--- src/rtl/ram_access_ctrl.sv ---
`default_nettype none
// +-------------------------------------------------------------------------+
// | ram_access_ctrl: key-driven single-strobe RAM writer plus timed read    |
// | address scanner with registered read data for display.                  |
// | Revision: 1.0                                                           |
// +-------------------------------------------------------------------------+
module ram_access_ctrl #(
   parameter int ADDR_W   = 5,
   parameter int DATA_W   = 4,
   parameter int SCAN_DIV = 50000000
) (
   input  logic              clock,
   input  logic              reset,
   input  logic              key_n,
   input  logic              sw_wr_en,
   input  logic [ADDR_W-1:0] sw_addr,
   input  logic [DATA_W-1:0] sw_data,
   input  logic              scan_pause,
   input  logic [DATA_W-1:0] rd_data,
   output logic              wr_en,
   output logic [ADDR_W-1:0] wr_addr,
   output logic [DATA_W-1:0] wr_data,
   output logic [ADDR_W-1:0] rd_addr,
   output logic [DATA_W-1:0] rd_data_q,
   output logic              scan_tick
);

   localparam int                c_div_w   = (SCAN_DIV > 1) ? $clog2(SCAN_DIV) : 1;
   localparam logic [c_div_w-1:0] c_div_max = c_div_w'(SCAN_DIV - 1);

   typedef enum logic [1:0] {
      IDLE  = 2'd0,
      WRITE = 2'd1,
      HOLD  = 2'd2
   } state_t;

   state_t              r_state;
   state_t              w_next_state;
   logic                w_capture;
   logic                r_key_meta;
   logic                r_key_s;
   logic                r_key_prev;
   logic [1:0]          r_prime;
   logic                r_armed;
   logic                w_press;
   logic [c_div_w-1:0]  r_div;

   // Two-flop synchronizer; r_prime marks when key_s reflects the real key
   // after reset so a key held through reset cannot fake a press.
   always_ff @(posedge clock or posedge reset) begin
      if (reset) begin
         r_key_meta <= 1'b1;
         r_key_s    <= 1'b1;
         r_key_prev <= 1'b1;
         r_prime    <= 2'b00;
         r_armed    <= 1'b0;
      end else begin
         r_key_meta <= key_n;
         r_key_s    <= r_key_meta;
         r_key_prev <= r_key_s;
         r_prime    <= {r_prime[0], 1'b1};
         r_armed    <= r_armed | (r_prime[1] & r_key_s);
      end
   end

   assign w_press = r_armed & r_key_prev & ~r_key_s;

   always_comb begin
      w_next_state = r_state;
      w_capture    = 1'b0;
      case (r_state)
         IDLE: begin
            if (w_press) begin
               w_capture    = sw_wr_en;
               w_next_state = sw_wr_en ? WRITE : HOLD;
            end
         end
         WRITE:   w_next_state = HOLD;
         HOLD:    if (r_key_s) w_next_state = IDLE;
         default: w_next_state = IDLE;
      endcase
   end

   always_ff @(posedge clock or posedge reset) begin
      if (reset) begin
         r_state <= IDLE;
         wr_en   <= 1'b0;
         wr_addr <= '0;
         wr_data <= '0;
      end else begin
         r_state <= w_next_state;
         wr_en   <= (w_next_state == WRITE);
         if (w_capture) begin
            wr_addr <= sw_addr;
            wr_data <= sw_data;
         end
      end
   end

   // Read scanner: pause freezes the divider mid-count so resume is seamless.
   always_ff @(posedge clock or posedge reset) begin
      if (reset) begin
         r_div     <= '0;
         rd_addr   <= '0;
         scan_tick <= 1'b0;
         rd_data_q <= '0;
      end else begin
         rd_data_q <= rd_data;
         scan_tick <= 1'b0;
         if (!scan_pause) begin
            if (r_div == c_div_max) begin
               r_div     <= '0;
               rd_addr   <= rd_addr + ADDR_W'(1);
               scan_tick <= 1'b1;
            end else begin
               r_div <= r_div + c_div_w'(1);
            end
         end
      end
   end

endmodule
`default_nettype wire

--- config.mk ---
export PLATFORM = sky130hd
export DESIGN_NAME = ram_access_ctrl
export DESIGN_NICKNAME = d
export VERILOG_FILES = /design/src/rtl/ram_access_ctrl.sv
export SDC_FILE = /design/constraint.sdc
export NUM_CORES = 1
export LEC_CHECK = 0
export BUFFER_PORTS_ARGS = -buffer_cell sky130_fd_sc_hd__clkbuf_2
export CAP_MARGIN = 20
export CORE_MARGIN = 2
export CORE_UTILIZATION = 45
export CTS_CLUSTER_DIAMETER = 80
export DETAILED_ROUTE_END_ITERATION = 10
export PLACE_DENSITY_LB_ADDON = 0.3
export SKIP_CTS_REPAIR_TIMING = 1
export SYNTH_ARGS = -nofsm -noshare
export SYNTH_HDL_FRONTEND = slang
export SYNTH_SLANG_ARGS = --single-unit
--- constraint.sdc ---
create_clock -name clock -period 4.7 [get_ports clock]
set_input_delay 0.705 -clock clock [delete_from_list [all_inputs] [get_ports clock]]
set_output_delay 0.705 -clock clock [all_outputs]
set_load 0.03 [all_outputs]
## Yosys cells after proc, flatten, opt, wreduce, memory -nomap -nowiden

Index checks and enable logic that the tools add are counted.

- Reductions and logical operators: 2
- Multiply operators: 0
- Bitwise operators: 6
- Order comparisons: 0
- Eq/ne operators: 4
- Divide/modulo/power cells: 0
- Add/subtract/negate cells: 2
- Shift-type cells: 0
- Multiplexer cells: 9

Operators with widths:

| operator | number |
|---|---|
| $add A26 B1 Y26 const B | 1 |
| $eq A26 B26 Y1 const B | 1 |
| $mux W26 | 1 |
| $mux W2 | 3 |
| $pmux W2 S3 | 1 |
| $add A5 B1 Y5 const B | 1 |
| $eq A2 B1 Y1 const B | 2 |
| $mux W1 | 4 |
| $and A1 B1 Y1 | 3 |
| $eq A2 B2 Y1 const B | 1 |
| $logic_not A2 Y1 | 1 |
| $not A1 Y1 | 2 |
| $reduce_and A2 Y1 | 1 |
| $or A1 B1 Y1 | 1 |

- Word-level logic and storage cells: 36
- Bits in latches: 0
- Memory bits (read-only): 0
- Memories kept: 0
- Output and inout bits: 20
- RAM bits: 0
- Register bits: 54
- Bits of input ports: 18

## Depth between registers and ports, before layout

Gate-level depths: netlist (run 1).

- Depth in word-level cells: 5
- Mapped depth: 7
- Gate-level depth less buffers: 5

## Worst setup path before layout (run 1)

No wires, ideal clock.

- Path type: input-to-reg
- Start point: input scan_pause
- End point: register r_div[23]
- Library setup time: 0.077 ns
- Stages on the path: 6
- Path buffers: 2
- Data required time: 4.623 ns
- Data arrival time: 2.136 ns
- Slack: 2.486 ns
- Cells stage by stage: buf_6 > nand3b_4 > or3_1 > buf_2 > or4_1 > a21oi_1

RTL lines:

| what | RTL line | source |
|---|---|---|
| start: declaration | 18 | `input logic scan_pause,` |
| end signal: assignment | 116 | `r_div <= r_div + c_div_w'(1);` |
| end: declaration | 46 | `logic [c_div_w-1:0] r_div;` |

## Final worst setup path (run 1)

- Start point: register r_div[13]
- End point: register rd_addr[1]

- Word-level cells in the longest chain between the ends: 2

Ends and longest elaborated chain:

| what | RTL line | source |
|---|---|---|
| $eq A26 B26 Y1 | 111 | `if (r_div == c_div_max) begin` |
| $reduce_and A2 Y1 (no source line) | -- |  |
| end signal: assignment | 113 | `rd_addr <= rd_addr + ADDR_W'(1);` |
| end: declaration | 23 | `output logic [ADDR_W-1:0] rd_addr,` |

No other way between the ends.
A chain may end at the register's enable or synchronous reset.

==> impl_metrics.json, run 1 <==
{
  "fp-row-count": 26,
  "firstDrtPassIters": 4,
  "cp.arrival_ps": 2670,
  "dieArea_um2": 5940,
  "ios": 38,
  "drv_cap": 0,
  "grt_pass1_vias": 1626,
  "hpwl_um": 3030,
  "vdd_drop_max_mv": 0.219,
  "port_buffers": 37,
  "critPathTopFamily": "simple AND/OR/NAND/NOR gates",
  "synth.most_common_cell": "dfrtp_1",
  "synthTopCellsByArea": "dfrtp_1, mux2_2, xor2_1",
  "leakagePower_nw": 1.30,
  "start_util": 0.468,
  "synth_seq_cells": 54,
  "fp.dieH_um": 77.1,
  "synth-edff-count": 0,
  "yosysTopAreaCellShare": 0.531,
  "syn_to_final_growth_pct": 14.5,
  "crit_slowest_cell": "nor3_2",
  "path_max_fanout": 14,
  "r2r_start": "r_div[13]$_DFFE_PP0N_",
  "avgRoutedWirePerCell_um": 13.6,
  "period_needed_ps": 2470,
  "hp-class": "flop to flop",
  "ys_warn_count": 0,
  "overflow": 0,
  "period_share": 0.526,
  "drt-initial-drc-count": 124,
  "grt_pass1_wl_um": 7710,
  "clockPowerShare": 0.279,
  "post_synth_num_cell_types": 39,
  "worstSetupEndpointType": "flop",
  "cts_tree": "yes",
  "cts_max_level": 2,
  "ys.flop_type": "dfrtp_1",
  "core_um2": 5140,
  "crit_type": "flop to flop",
  "antenna_found_initial": 0,
  "ys_seq_area_frac": 0.564,
  "crit_chain": "and4_1 > nand4_1 > nor3_2 > mux2_1",
  "numCtsBuffers": 5,
  "netlist_area_um2": 2400,
  "worstMarginPinSlew_ps": 937,
  "reg2regPathDepth": 4,
  "drc_errors": 0,
  "clock_sinks": 54,
  "syn_area_per_cell_um2": 11.2,
  "worst_ep_required_time_ps": 4900,
  "rsz0062_at_grt": "no",
  "internal_power_uw": 777,
  "setup_viol": 0,
  "synth_fp_nets": 236,
  "p_per_area_nw_per_um2": 414,
  "finalPower_mw": 1.14,
  "status": "completed",
  "globalplace.congestion": 0.811,
  "synth_common_cells": "dfrtp_1, nand2_1, a21oi_1",
  "root_buffer": "clkbuf_8",
  "hold_ws_ps": 362,
  "clk-insertion-delay-late_ps": 310,
  "p_switching_uw": 363,
  "yosysTopAreaCell": "dfrtp_1",
  "fin_skew_ps": 3.83,
  "clockBufferDepth": 2,
  "power_frac_seq": 0.515,
  "start_kind": "flop",
  "antenna_left": 0,
  "viasPerCell": 5.30,
  "worstHoldStart": "r_prime[0]$_DFF_PP0_",
  "power.share.combinational": 0.206,
  "post-route-util": 0.536,
  "syn_inst": 215,
  "final_nets": 272,
  "grt_use_total": 0.163,
  "crit_buf_inv": 0,
  "clkSlewWorstSetupHoldPaths_ps": 100,
  "reg2reg_slack_ps": 2230,
  "hold_viol_final": 0,
  "die_w_um": 77.1,
  "diodes": 0,
  "max_freq_mhz": 405,
  "vias": 1708,
  "async_flop_share": 1.00,
  "r2r-end": "rd_addr[1]$_DFFE_PP0P_",
  "switching_share": 0.318,
  "final_max_slew_viol_count": 0,
  "hold_depth": 0,
  "relSlewSlack": 0.372,
  "drive_gt1_frac": 0.246,
  "holdPathEnd": "r_prime[1]$_DFF_PP0_",
  "setup-tns-final_ps": 0,
  "slowest_delay_ps": 800,
  "grt_start_max_net_pins": 55,
  "wl_um": 4380
}
-- layer usage --
layer  track usage  up-vias  share of wire
met5             0        -              0
met4        0.0714        0          0.019
met3        0.0259        9          0.035
met2         0.239       37           0.45
met1         0.238      812           0.50
li1              -      850              -
-- worst reg2reg max path, cell delays in order (launching register included) --
cell and delay [ps]:
dfrtp_1 410, and4_1 430, nand4_1 340, nor3_2 800, mux2_1 380
-- kinds of logic after synthesis --
family,after synthesis,share of synthesized area
AOI/OAI and AO/OA,32,0.0838
adders and majority gates,3,0.0156
other,1,0.00156
DFF,54,0.564
xor gates and xnor gates,14,0.0510
muxes,10,0.0469
and+or+nand+nor,82,0.202
buffers and inverters,19,0.0354
-- power groups by stage --
stage / Sequential (mW) / Combinational (mW) / Clock (mW)
finish: 0.587 / 0.235 / 0.318
global route: 0.597 / 0.260 / 0.349
CTS: 0.586 / 0.236 / 0.328
global placement: 0.592 / 0.235 / 0
detailed placement: 0.595 / 0.235 / 0
floorplan: 0.624 / 0.143 / 0
-- area by class of cell --
cell class	instances	area, um^2
Clock buffer	5	68.8
Clock inverter	3	47.5
Fill cell	462	2390
Inverter	10	37.5
Multi-Input combinational cell	142	963
Sequential cell	54	1360
Tap cell	70	87.6
Timing Repair Buffer	38	193
-- placed cells by master, fill, tap and decap left out, types with 2 or more instances in the layout --
master	synthesis	routed
dfrtp_1	51	51
clkbuf_2	0	37
nand2_1	17	17
a21oi_1	12	12
xor2_1	11	11
nand3_1	11	11
o31ai_1	10	10
inv_1	10	9
mux2_2	9	9
or4_1	8	8
nor4_1	7	7
nand4_1	6	6
nor2_1	6	6
and4_1	5	5
nor3_1	5	5
clkbuf_8	0	5
nand2b_1	4	4
o21ai_1	3	3
or3_1	3	3
xnor2_1	3	3
ha_1	3	3
dfstp_2	3	3
nand4b_1	2	2
o21ai_0	2	2
and3_1	2	2
-- how the worst max path moves through the flow --
| stage | from | to | slack, ps | cells past startpoint |
|---|---|---|---|---|
| after global placement | scan_pause | r_div[23]$_DFFE_PP0N_ | 2210 | 5 |
| after detailed placement | scan_pause | r_div[23]$_DFFE_PP0N_ | 2140 | 5 |
| after global routing | r_div[0]$_DFFE_PP0N_ | rd_addr[1]$_DFFE_PP0P_ | 2030 | 5 |
| final | r_div[13]$_DFFE_PP0N_ | rd_addr[1]$_DFFE_PP0P_ | 2230 | 4 |
| after CTS | r_div[0]$_DFFE_PP0N_ | rd_addr[1]$_DFFE_PP0P_ | 2220 | 5 |
| after floorplan | scan_pause | r_div[23]$_DFFE_PP0N_ | 2490 | 6 |
-- state kept, by name, summed over array words and instances (netlist names) --
signal	count
r_div	26
r_armed	1
scan_tick	1
r_key_prev	1
r_key_s	1
r_prime	2
rd_addr	5
r_key_meta	1
wr_addr	5
wr_data	4
wr_en	1
r_state	2
rd_data_q	4
-- metrics by stage --
step	worst slack [ps]	cell area [um^2]	cells
after floorplan	2490	2400	215
after global placement	2210	2640	314
after detailed placement	2140	2640	314
after CTS	2220	2750	322
after global routing	2030	2750	322
final	2230	2750	322
Note: power is estimated with default switching activity, not from simulation.
==> inputs of run 2 (changes only) <==
- clock period: 4.7 -> 2 ns (I/O delays scaled with it)
==> impl_metrics.json, run 2 (synthesis gave the netlist of run 1 again) <==
{
  "antenna_left": 0,
  "setup_viol": 0,
  "clock_sinks": 54,
  "p_per_area_nw_per_um2": 951,
  "crit_slowest_cell": "or4_1",
  "clockBufferDepth": 2,
  "syn_to_final_growth_pct": 19.5,
  "r2r_start": "r_div[5]$_DFFE_PP0N_",
  "drt-initial-drc-count": 111,
  "path_max_fanout": 14,
  "root_buffer": "clkbuf_8",
  "core_um2": 5140,
  "dieArea_um2": 5940,
  "worst_ep_required_time_ps": 2230,
  "r2r-end": "r_div[25]$_DFFE_PP0N_",
  "worstHoldStart": "key_n",
  "hold_viol_final": 0,
  "clk-insertion-delay-late_ps": 310,
  "clkSlewWorstSetupHoldPaths_ps": 100,
  "drc_errors": 0,
  "grt_pass1_wl_um": 7560,
  "final_common_cell": "dfrtp_1",
  "hpwl_um": 3240,
  "worstMarginPinSlew_ps": 497,
  "wl_um": 4560,
  "worstSetupEndpointType": "flop",
  "fp.dieH_um": 77.1,
  "place_ws_ps": 55.0,
  "port_buffers": 37,
  "firstDrtPassIters": 4,
  "final_max_slew_viol_count": 0,
  "cts_tree": "yes",
  "holdPathEnd": "r_key_meta$_DFF_PP1_",
  "grt_pass1_vias": 1626,
  "drive_gt1_frac": 0.287,
  "largest_register_ffs": 26,
  "period_share": 0.923,
  "reg_top3": "r_div: 26 flops, rd_addr: 5 flops, wr_addr: 5 flops",
  "final_nets": 285,
  "grt_start_max_net_pins": 38,
  "reg2reg_slack_ps": 150,
  "cts_max_level": 2,
  "die_w_um": 77.1,
  "crit_chain": "nand3_1 > or3_4 > or4_1 > a21oi_1",
  "vdd_drop_max_mv": 0.642,
  "slowest_delay_ps": 520,
  "start_util": 0.468,
  "mostFrequentLayoutCells": "dfrtp_1, clkbuf_2, nand2_1, a21oi_1, buf_4",
  "status": "completed",
  "grt_use_total": 0.159,
  "relSlewSlack": 0.668,
  "numCtsBuffers": 5,
  "vias": 1781,
  "leakagePower_nw": 1.37,
  "crit_type": "flop to flop",
  "diodes": 0,
  "cp.arrival_ps": 2070,
  "avgRoutedWirePerCell_um": 13.6,
  "reg2regPathDepth": 4,
  "fin_skew_ps": 8.55,
  "drv_cap": 0,
  "hp-class": "input pin to flop",
  "max_freq_mhz": 542,
  "antenna_found_initial": 0,
  "globalplace.congestion": 0.844,
  "fp-row-count": 26,
  "rsz0062_at_grt": "no",
  "setup_ws_ps": 154,
  "ios": 38,
  "viasPerCell": 5.32,
  "setup-tns-final_ps": 0,
  "hold_depth": 1,
  "overflow": 0,
  "start_kind": "flop",
  "fillCellCount": 480,
  "period_needed_ps": 1850,
  "regMostFlops": "r_div"
}
==> run 2: area by class of cell <==
cell class              instances  area (um^2)  share of cell area
well taps                      70         87.6              0.0305
repair buffers                 51          305               0.106
clock buffers                   5         68.8              0.0240
inverters                      10         37.5              0.0131
multi-input cells             142          971               0.338
clock inverters                 3         47.5              0.0166
flip-flops and latches         54         1360               0.472
==> run 2: power by group <==
group          switching [mW]  internal [mW]  total, mW
clock network           0.358          0.380      0.737
registers               0.125           1.23       1.36
logic                   0.376          0.261      0.637
total                   0.858           1.87       2.73
==> run 2: layer usage <==
layer  global-route usage  wire length (um)  part of all wire  vias up
met5                    0                 0                 0        -
met4               0.0589                60             0.013        0
met3               0.0412               203             0.045        7
met2                0.241              2090              0.46       46
met1                0.221              2200              0.48      847
li1                     -                 -                 -      881
==> run 2: worst max-delay path by stage <==
stage,start,endpoint,slack (ps),depth (start not counted)
after detailed placement,r_div[5]$_DFFE_PP0N_,r_div[19]$_DFFE_PP0N_,50,4
after global routing,r_div[7]$_DFFE_PP0N_,r_div[2]$_DFFE_PP0N_,60,5
after global placement,scan_pause,r_div[21]$_DFFE_PP0N_,120,5
after floorplan,scan_pause,r_div[23]$_DFFE_PP0N_,190,6
final,r_div[5]$_DFFE_PP0N_,r_div[25]$_DFFE_PP0N_,150,4
after CTS,r_div[5]$_DFFE_PP0N_,r_div[25]$_DFFE_PP0N_,20,4
==> run 2: through the flow <==
stage / cells / power [mW] / area, um^2 / util / hold WS [ps]
final: 335 / 2.73 / 2870 / 0.559 / 58.2
after global routing: 335 / 2.89 / 2870 / 0.559 / 34.9
after CTS: 333 / 2.76 / 2850 / 0.554 / -51.2
after global placement: 325 / 1.99 / 2730 / 0.531 / 287
after floorplan: 215 / 1.80 / 2400 / - / 304
after detailed placement: 325 / 2.01 / 2730 / 0.531 / 294
==> run 2: critical path, delay by kind of cell, from the launching register on <==
kind	cells	cell delay, ps
compound gates	1	190
flops	1	440
simple gates	3	1140
==> inputs of run 3 (changes only) <==
- CELL_PAD_IN_SITES_DETAIL_PLACEMENT: unset -> 0
- CELL_PAD_IN_SITES_GLOBAL_PLACEMENT: unset -> 1
- CORE_UTILIZATION: 45 -> 40
==> impl_metrics.json, run 3 (synthesis gave the netlist of run 1 again) <==
{
  "grt_pass1_vias": 1698,
  "place_ws_ps": 93.0,
  "p_per_area_nw_per_um2": 940,
  "antenna_left": 0,
  "period_share": 0.907,
  "clkSlewWorstSetupHoldPaths_ps": 100,
  "slowest_delay_ps": 520,
  "root_buffer": "clkbuf_8",
  "path_max_fanout": 14,
  "period_needed_ps": 1810,
  "start_kind": "flop",
  "worstSetupEndpointType": "flop",
  "mostFrequentLayoutCells": "dfrtp_1, clkbuf_2, buf_4, nand2_1, a21oi_1",
  "setup-tns-final_ps": 0,
  "clockBufferDepth": 2,
  "ios": 38,
  "fp.dieH_um": 81.5,
  "reg2regPathDepth": 4,
  "drv_cap": 0,
  "rsz0062_at_grt": "no",
  "syn_to_final_growth_pct": 22.0,
  "start_util": 0.411,
  "globalplace.congestion": 0.770,
  "wl_um": 4590,
  "hold_ws_ps": 67.6,
  "grt_use_total": 0.152,
  "max_freq_mhz": 551,
  "r2r-end": "r_div[17]$_DFFE_PP0N_",
  "die_w_um": 81.5,
  "grt_start_max_net_pins": 38,
  "regMostFlops": "r_div",
  "final_area_um2": 2930,
  "status": "completed",
  "vias": 1779,
  "drc_errors": 0,
  "grt_pass1_wl_um": 7850,
  "vdd_drop_max_mv": 0.433,
  "crit_chain": "nand3_1 > or3_4 > or4_1 > a21oi_1",
  "fin_skew_ps": 5.42,
  "setup_ws_ps": 186,
  "diodes": 0,
  "fin_cells": 346,
  "clk-insertion-delay-late_ps": 310,
  "viasPerCell": 5.14,
  "overflow": 0,
  "antenna_found_initial": 0,
  "cp.arrival_ps": 2050,
  "placed_cell_area_um2": 2780,
  "dieArea_um2": 6640,
  "firstDrtPassIters": 4,
  "largest_register_ffs": 26,
  "worst_ep_required_time_ps": 2230,
  "reg2reg_slack_ps": 190,
  "holdPathEnd": "r_key_meta$_DFF_PP1_",
  "hpwl_um": 3320,
  "cp-startpoint": "r_div[5]$_DFFE_PP0N_",
  "crit_type": "flop to flop",
  "finalPower_mw": 2.75,
  "placedCellCount": 335,
  "drt-initial-drc-count": 75,
  "final_common_cell": "dfrtp_1",
  "post-route-util": 0.501,
  "drive_gt1_frac": 0.310,
  "fp-row-count": 28,
  "r2r_start": "r_div[5]$_DFFE_PP0N_",
  "avgRoutedWirePerCell_um": 13.3,
  "port_buffers": 37,
  "clock_sinks": 54,
  "numCtsBuffers": 5,
  "hold_viol_final": 0,
  "final_max_slew_viol_count": 0,
  "setup_viol": 0,
  "crit_slowest_cell": "or4_1",
  "leakagePower_nw": 1.40,
  "final_nets": 291,
  "hp-class": "input pin to flop",
  "hold_depth": 1,
  "cts_max_level": 2,
  "cts_tree": "yes",
  "worstHoldStart": "key_n",
  "reg_top3": "r_div: 26 flops, rd_addr: 5 flops, wr_addr: 5 flops",
  "core_um2": 5850
}
-- run 3: changes by cell type in the layout (fill, tap and decap cells not counted), sizes merged --
cell,previous run,this run
buf,13,19
-- run 3: routing by layer --
layer  wire length [um]  share of wire  vias to the layer above  global-route usage
met2               2190           0.48                       35               0.252
met1               2150           0.47                      849               0.199
met5                  0              0                        -                   0
met3                198          0.043                        9              0.0363
met4                 63          0.014                        0              0.0458
li1                   -              -                      886                   -
-- run 3: where the power goes --
group / internal [mW] / switching [mW]
combinational: 0.273 / 0.374
clock: 0.380 / 0.374
sequential: 1.23 / 0.123
total: 1.88 / 0.870
-- run 3: critical path: cells and delay by family (launching register included) --
| kind | cells | cell delay (ps) |
|---|---|---|
| flops | 1 | 440 |
| simple gates | 3 | 1130 |
| compound gates | 1 | 170 |
-- run 3: area by class of cell --
type	count	area, um^2
Sequential cell	54	1360
Fill cell	519	2920
Clock inverter	3	47.5
Timing Repair Buffer	57	350
Inverter	10	37.5
Multi-Input combinational cell	142	977
Clock buffer	5	68.8
Tap cell	75	93.8
-- run 3: how the worst max path moves through the flow --
stage | endpoint | cells after the start
detailed placement | r_div[19]$_DFFE_PP0N_ | 5
floorplan | r_div[23]$_DFFE_PP0N_ | 6
finish | r_div[17]$_DFFE_PP0N_ | 4
global placement | rd_addr[3]$_DFFE_PP0P_ | 5
CTS | r_div[17]$_DFFE_PP0N_ | 4
global route | rd_addr[3]$_DFFE_PP0P_ | 5
